### config.mk
export PLATFORM = sky130hd
export DESIGN_NAME = stage_leaf_unpack
export DESIGN_NICKNAME = d
export VERILOG_FILES = /design/src/rtl/stage_leaf_unpack.sv
export SDC_FILE = /design/constraint.sdc
export NUM_CORES = 1
export LEC_CHECK = 0
export BUFFER_PORTS_ARGS = -buffer_cell sky130_fd_sc_hd__buf_2
export CAP_MARGIN = 0
export CORE_MARGIN = 2
export CORE_UTILIZATION = 57
export CTS_CLUSTER_DIAMETER = 40
export DETAILED_ROUTE_END_ITERATION = 10
export PLACE_DENSITY = 0.78
export SYNTH_ARGS = -nofsm -noshare
export SYNTH_HDL_FRONTEND = slang
export SYNTH_SLANG_ARGS = --single-unit
export TNS_END_PERCENT = 1
### constraint.sdc
create_clock -name clk -period 2.35 [get_ports clk]
set_input_delay 0.47 -clock clk [delete_from_list [all_inputs] [get_ports clk]]
set_output_delay 0.47 -clock clk [all_outputs]
set_load 0.01 [all_outputs]
### src/rtl/stage_leaf_unpack.sv
// Leaf-record unpacker: buffers 3-field records in a small FIFO and streams each as three DATA_SIZE beats.
// Optional even-parity output enabled by STAGE_LEAF_UNPACK_PARITY_EN.
module stage_leaf_unpack #(
   parameter int NUM_NODES  = 4,
   parameter int DATA_SIZE  = 4,
   parameter int FIFO_DEPTH = 4
) (
   input  logic                            clk,
   input  logic                            rst,
   input  logic [3*DATA_SIZE-1:0]          inData,
   input  logic [$clog2(NUM_NODES)-1:0]    inNode,
   input  logic                            inValid,
   output logic                            inReady,
   output logic [DATA_SIZE-1:0]            outData,
   output logic [$clog2(NUM_NODES)-1:0]    outNode,
   output logic [1:0]                      outField,
   output logic                            outLast,
   output logic                            outValid,
   input  logic                            outReady,
`ifdef STAGE_LEAF_UNPACK_PARITY_EN
   output logic                            outParity,
`endif
   output logic [$clog2(FIFO_DEPTH):0]     count,
   output logic                            overflow
);

   localparam int NW = $clog2(NUM_NODES);
   localparam int AW = $clog2(FIFO_DEPTH);
   localparam int CW = AW + 1;
   localparam logic [CW-1:0] DEPTH_C = CW'(FIFO_DEPTH);

   typedef enum logic {IDLE = 1'b0, EMIT = 1'b1} state_t;

   logic [3*DATA_SIZE-1:0] data_mem_q [FIFO_DEPTH];
   logic [NW-1:0]          node_mem_q [FIFO_DEPTH];

   state_t          state_q, state_d;
   logic [1:0]      fc_q, fc_d;
   logic [AW-1:0]   wr_ptr_q, wr_ptr_d, rd_ptr_q, rd_ptr_d;
   logic [CW-1:0]   count_q, count_d;
   logic            overflow_q, overflow_d;

   logic                   valid_s, beat_s, pop_s, push_s;
   logic [3*DATA_SIZE-1:0] head_s;
   logic [DATA_SIZE-1:0]   field_s;

   assign valid_s = (state_q == EMIT);
   assign beat_s  = valid_s & outReady;
   assign pop_s   = beat_s & (fc_q == 2'd2);
   // A full FIFO still accepts when the head record leaves in the same cycle.
   assign push_s  = inValid & ((count_q < DEPTH_C) | pop_s);
   assign head_s  = data_mem_q[rd_ptr_q];

   // Next-state logic for pointers, occupancy, field counter and overflow flag.
   always_comb begin
      wr_ptr_d   = push_s ? wr_ptr_q + AW'(1) : wr_ptr_q;
      rd_ptr_d   = pop_s  ? rd_ptr_q + AW'(1) : rd_ptr_q;
      count_d    = count_q;
      overflow_d = overflow_q | (inValid & ~push_s);
      fc_d       = fc_q;
      if (push_s && !pop_s) begin
         count_d = count_q + CW'(1);
      end else if (pop_s && !push_s) begin
         count_d = count_q - CW'(1);
      end else begin
         count_d = count_q;
      end
      if (pop_s) begin
         fc_d = 2'd0;
      end else if (beat_s) begin
         fc_d = fc_q + 2'd1;
      end else begin
         fc_d = fc_q;
      end
      state_d = (count_d != '0) ? EMIT : IDLE;
   end

   // Control registers with synchronous reset.
   always_ff @(posedge clk) begin
      if (rst) begin
         state_q    <= IDLE;
         fc_q       <= 2'd0;
         wr_ptr_q   <= '0;
         rd_ptr_q   <= '0;
         count_q    <= '0;
         overflow_q <= 1'b0;
      end else begin
         state_q    <= state_d;
         fc_q       <= fc_d;
         wr_ptr_q   <= wr_ptr_d;
         rd_ptr_q   <= rd_ptr_d;
         count_q    <= count_d;
         overflow_q <= overflow_d;
      end
   end

   // Record storage; contents are don't-care once the pointers are reset.
   always_ff @(posedge clk) begin
      if (!rst && push_s) begin
         data_mem_q[wr_ptr_q] <= inData;
         node_mem_q[wr_ptr_q] <= inNode;
      end
   end

   // Field slice of the head record selected by the field counter.
   always_comb begin
      case (fc_q)
         2'd0:    field_s = head_s[DATA_SIZE-1:0];
         2'd1:    field_s = head_s[2*DATA_SIZE-1:DATA_SIZE];
         default: field_s = head_s[3*DATA_SIZE-1:2*DATA_SIZE];
      endcase
   end

   // Beat outputs are forced to zero while no beat is offered.
   always_comb begin
      if (valid_s) begin
         outData  = field_s;
         outNode  = node_mem_q[rd_ptr_q];
         outField = fc_q;
         outLast  = (fc_q == 2'd2);
      end else begin
         outData  = '0;
         outNode  = '0;
         outField = 2'd0;
         outLast  = 1'b0;
      end
   end

   assign outValid = valid_s;
   assign inReady  = (count_q < DEPTH_C);
   assign count    = count_q;
   assign overflow = overflow_q;

`ifdef STAGE_LEAF_UNPACK_PARITY_EN
   function automatic logic parity_f(input logic [NW+2+DATA_SIZE-1:0] v);
      return ^v;
   endfunction

   assign outParity = parity_f({outNode, outField, outData});
`endif

endmodule
## Word-level counts from Yosys, hierarchy flattened

Memories as Yosys holds them, arrays and structs flattened. A register that Yosys moved wholly into a read port is not among the register bits.
Cells that the tools add are included.

| word-level totals | value |
|---|---|
| register bits | 11 |
| latch bits | 0 |
| memory bits (writable) | 56 |
| memory bits (read-only) | 0 |
| input bits | 18 |
| output and inout bits | 15 |
| word-level logic and storage cells | 46 |
| memories | 2 |

| cells by class | value |
|---|---|
| add/sub/neg operators | 5 |
| multipliers | 0 |
| divide/modulo/power cells | 0 |
| $lt $le $gt $ge | 1 |
| equality and inequality tests | 2 |
| shift-type cells | 0 |
| muxes and demuxes | 14 |
| bitwise gates (word level) | 7 |
| reductions and logical operators | 9 |

Memory list:

| name | depth | width | rd ports | clocked after memory_dff | write ports | line | RTL |
|---|---|---|---|---|---|---|---|
| data_mem_q | 4 | 12 | 1 | 1 | 1 | 34 | `logic [3*DATA_SIZE-1:0] data_mem_q [FIFO_DEPTH];` |
| node_mem_q | 4 | 2 | 1 | 1 | 1 | 35 | `logic [NW-1:0] node_mem_q [FIFO_DEPTH];` |

Operator list:

| kind | count |
|---|---|
| 2-bit 2-to-1 mux | 6 |
| 4-bit one-hot mux with 2 select lines | 1 |
| 2-bit by 1-bit adder with 2-bit output, second input constant | 3 |
| 3-bit 2-to-1 mux | 2 |
| 1-bit AND | 4 |
| 1-bit 2-to-1 mux | 4 |
| 4-bit 2-to-1 mux | 1 |
| 3-bit by 1-bit adder with 3-bit output, second input constant | 1 |
| 1-bit logical AND | 3 |
| 1-bit logical NOT | 3 |
| 3-bit less-than comparator, second input constant | 1 |
| 3-bit nonzero test | 1 |
| 3-bit by 1-bit subtractor with 3-bit output, second input constant | 1 |
| 2-bit by 1-bit equality test with 1-bit output, second input constant | 1 |
| 2-bit equality test, second input constant | 1 |
| 2-bit logical NOT | 1 |
| 1-bit bitwise OR | 2 |
| 2-bit OR reduction | 1 |
| 1-bit NOT | 1 |

## Depth between registers and ports, before layout

| logic depth | value |
|---|---|
| depth in word-level cells | 10 |
| gate-level depth with buffers | 7 |

## Worst setup path after synthesis

Ideal clock, no wire load.

| timing path | value |
|---|---|
| kind | reg2reg |
| from | reg fc_q[0] |
| to | mem data_mem_q[0][0] (netlist bit), enable pin |
| arrival time | 1.608 ns |
| required time | 1.984 ns |
| path slack | 0.376 ns |
| stages on the path, launching flop included | 7 |
| buffers on the path | 0 |
| cells stage by stage | dfxtp_1 > inv_1 > ha_1 > nand3_1 > a21boi_2 > and2b_1 > and2_1 |

| on the way | value |
|---|---|
| longest elaborated chain between the ends | 7 |

RTL lines:

| element | line | RTL |
|---|---|---|
| start, declared | 38 | `logic [1:0] fc_q, fc_d;` |
| start signal, assigned | 82 | `fc_q <= 2'd0;` |
| start signal, assigned | 89 | `fc_q <= fc_d;` |
| 2-bit equality test | 49 | `assign pop_s = beat_s & (fc_q == 2'd2);` |
| 1-bit AND | 49 |  |
| 1-bit bitwise OR | 51 | `assign push_s = inValid & ((count_q < DEPTH_C) \| pop_s);` |
| 1-bit AND | 51 |  |
| 1-bit logical AND | 99 | `if (!rst && push_s) begin` |
| 1-bit 2-to-1 mux | 99 |  |
| 1-bit 2-to-1 mux (not written as such) | 100 | `data_mem_q[wr_ptr_q] <= inData;` |
| end, declared | 34 |  |

Every way passes these cells.

## Worst setup path after layout

| timing path | value |
|---|---|
| from | reg fc_q[1] |
| to | out outData[3] |

| on the way | value |
|---|---|
| longest elaborated chain between the ends | 3 |
| elaborated cells between the ends (all ways) | 4 |
| classes of those cells | eq/ne: 1; mux: 2; reduce/logical: 1 |

RTL lines:

| element | line | RTL |
|---|---|---|
| 2-bit by 1-bit equality test with 1-bit output / 2-bit logical NOT (equally long branches) | 107 | `case (fc_q)` |
| 4-bit one-hot mux with 2 select lines (*) | 107 |  |
| 4-bit 2-to-1 mux (*) | 116 | `if (valid_s) begin` |
| end, declared | 14 | `output logic [DATA_SIZE-1:0] outData,` |

Every way passes the cells marked *; elsewhere a longest branch is shown, timed or not.

==> results.py <==
metrics = {
    "cells_and_area": {
        "antenna_cells": 0,
        "finalNonFillerCells": 301,
        "final_net_count": 257,
        "drive_gt1_share_pct": 30.8,
        "area_growth_syn_to_layout_pct": 18.7,
    },
    "power_and_ir_drop": {
        "combPwrFrac_pct": 9.5,
        "vdd_ir_drop_max_mv": 0.446,
        "net-switching-power_uw": 533,
        "power_leakage_uw": 0.00120,
        "powerDensity_nw_per_um2": 698,
        "cell_internal_pwr_uw": 1830,
        "share_clk_of_total_power_pct": 31.9,
        "pwr-share-seq_pct": 58.6,
        "swShare_pct": 22.6,
    },
    "placement": {
        "dp_hpwl_um": 3470,
        "dp_slack_ns": 0.176,
        "count_of_port_buffers_added_during_placement": 32,
        "globalplace.congestion": 0.841,
        "dpl.cell_count": 283,
    },
    "detailed_routing": {
        "dr_total_vias": 1628,
        "wl_per_cell_um": 17.1,
        "drt-pass1-iter-count": 4,
        "via_per_inst": 5.41,
        "totalWireLength_um": 5160,
        "initialDrtViolationCount": 88,
        "drc_errors": 0,
        "drt.antenna.violating_nets": 0,
    },
    "synthesis": {
        "postSynthRegisterBits": 69,
        "yosysWarningCount": 0,
        "asyncSetResetFlopFracSynth_pct": 0,
        "number_of_flops_mapped_to_enable_cells_by_yosys": 56,
        "synth_largest_area_cell": "edfxtp_1",
        "dominantRegCellSynth": "edfxtp_1",
        "yosysUniqueCellTypes": 32,
        "post_synth_inst_count": 183,
        "synth.most_common_cell": "edfxtp_1",
        "synth.yosys.seq_area_share_pct": 68.2,
        "avgSynthCellArea_um2": 15.5,
        "synth_fp_nets": 210,
        "post_synth_main_area_contributors": "edfxtp_1 59%, dfxtp_1 9.1%, mux2i_1 6.7%",
        "synth_area_um2": 2850,
        "synth_top_cells_by_count": "56 x edfxtp_1, 19 x mux2i_1, 13 x dfxtp_1",
        "synth_top_area_share_pct": 59.1,
    },
    "cts": {
        "ctsRootBufferMaster": "clkbuf_8",
        "cts_hold_bufs": 0,
        "clock_insertion_delay_worst_skew_ns": 0.33,
        "clock_tree.buffer_depth": 2,
        "tritoncts": "yes",
        "cts-buffers-inserted": 9,
        "cts.sink_count": 69,
        "htree_num_levels": 3,
        "clkTransAtPathRegs_ns": 0.07,
    },
    "setup_path": {
        "timing.critical_path.from_type": "register",
        "crit_path_end_kind": "output port",
        "arrival_ns": 1.81,
        "path_max_fanout": 5,
        "timing.critical_path.required_ns": 1.88,
        "rr_worst_depth": 7,
        "setup.worst_path.class": "register to output port",
    },
    "sta": {
        "max_slew.worst_pin.slew_ns": 0.317,
        "rsz_0062_raised_after_global_routing": "true",
        "final-max-slew-violation-count": 0,
        "final.setup_skew_ns": 0.00918,
        "period_minus_slack_ns": 2.28,
        "min_period_over_period_pct": 96.8,
        "timing.final.ws_setup_ns": 0.0746,
        "report.final.setup_viol": 0,
        "timing.final.hold_violations": 0,
        "final.hold.worst_slack_ns": 0.356,
        "max_clock_freq_ghz": 0.439,
        "max-slew-margin-rel_pct": 78.8,
    },
    "global_route": {
        "grt-ovfl-total": 0,
        "grt_util_all_layers_pct": 20.5,
        "antenna_found_initial": 0,
        "first_pass_grt_wire_length_um": 8040,
        "via_count_of_the_first_global_routing_pass": 1665,
        "grt_start_max_net_pins": 23,
    },
    "worst_hold_path": {
        "hold_depth": 1,
        "min_path_type": "primary input to register",
    },
    "die": {
        "boundaryPins": 33,
        "placementRows": 25,
        "floorplan.die_area_um2": 5570,
        "die_x_um": 74.7,
        "die_y_um": 74.7,
        "design.core.area_um2": 4750,
        "floorplan.initialDensity_pct": 59.8,
    },
    "run_status": {
        "status": "finished, final reports clean",
    },
    "flow_run": {
        "cap_violations": 0,
    },
}
## routing by layer
layer / vias to the layer above / GRT usage [%] / routed length, um
met4: 0 / 9.92 / 63
met1: 806 / 25.5 / 2190
li1: 782 / - / -
met3: 7 / 4.55 / 189
met2: 33 / 34.4 / 2720
met5: - / 0 / 0
## sequential cells by signal, indices dropped and copies added, names as in the netlist, named ones only
name / flops
count: 3
data_mem_q: 48
node_mem_q: 8
outValid: 1
overflow: 1
rd_ptr_q: 2
fc_q: 2
wr_ptr_q: 2
## worst max-delay path, stage by stage (launching register included)
cell	delay (ns)
dfxtp_4	0.37
inv_4	0.05
ha_4	0.17
or3b_4	0.46
o22ai_2	0.11
a211oi_1	0.06
nor2b_1	0.11
buf_2	0.14
## final timing paths
check,startpoint,end,slack [ns]
max,fc_q[1],outData[3],0.07
min,inData[8],data_mem_q[3][8],0.36
max reg2reg,fc_q[0],data_mem_q[3][7],0.20
min reg2reg,overflow,overflow,0.46
## area by class of cell
class | instances | area, um2
sequential | 69 | 1950
fill | 340 | 1380
multi-input combinational | 100 | 908
timing repair buffer | 43 | 255
clock buffer | 11 | 131
tap | 67 | 83.8
inverter | 7 | 28.8
clock inverter | 4 | 16.3
## layout by cell type, fill, tap and decap left out, drive strengths merged, types with 6 or more instances in the layout
cell type / n
buf: 43
dfxtp: 13
nor2: 12
and2: 9
inv: 7
o22ai: 9
mux2i: 19
clkbuf: 11
edfxtp: 56
mux4: 6
ha: 9
## power by group through the flow
stage                     logic [uW]  clock network, uW  registers, uW
after detailed placement         207                  0           1410
after CTS                        214                770           1380
final                            224                753           1380
after floorplan                  113                  0           1410
after global placement           194                  0           1410
after global routing             249                815           1380
## what timing repair did
| item | CTS | global route |
|---|---|---|
| buffers inserted | 1 | 2 |
| pin swaps | 1 | 5 |
| resized for setup | 8 | 13 |
| hold endpoints to repair | 0 | 0 |
| cloned | 0 | 0 |
| endpoints found under the setup margin | 5 | 4 |
## through the flow
stage | TNS [ns] | cell area, um2 | util, % | power (uW)
final | 0 | 3380 | 71.0 | 2360
after global routing | -0.0152 | 3380 | 71.0 | 2450
after CTS | 0 | 3300 | 69.4 | 2370
after detailed placement | 0 | 3120 | 65.7 | 1620
after global placement | 0 | 3120 | 65.7 | 1600
after floorplan | 0 | 2850 | - | 1520
## cells by family after synthesis
kind of cell / after synthesis / synth area share, %
XOR/XNOR: 4 / 1.23
AND/OR/NAND/NOR: 40 / 7.52
adder cells (fa/ha/maj): 9 / 3.96
flip-flops: 69 / 68.2
buffers and inverters: 14 / 2.29
AO/OA/AOI/OAI: 22 / 5.06
multiplexers: 25 / 11.7
(Power assumes the default switching activity.)
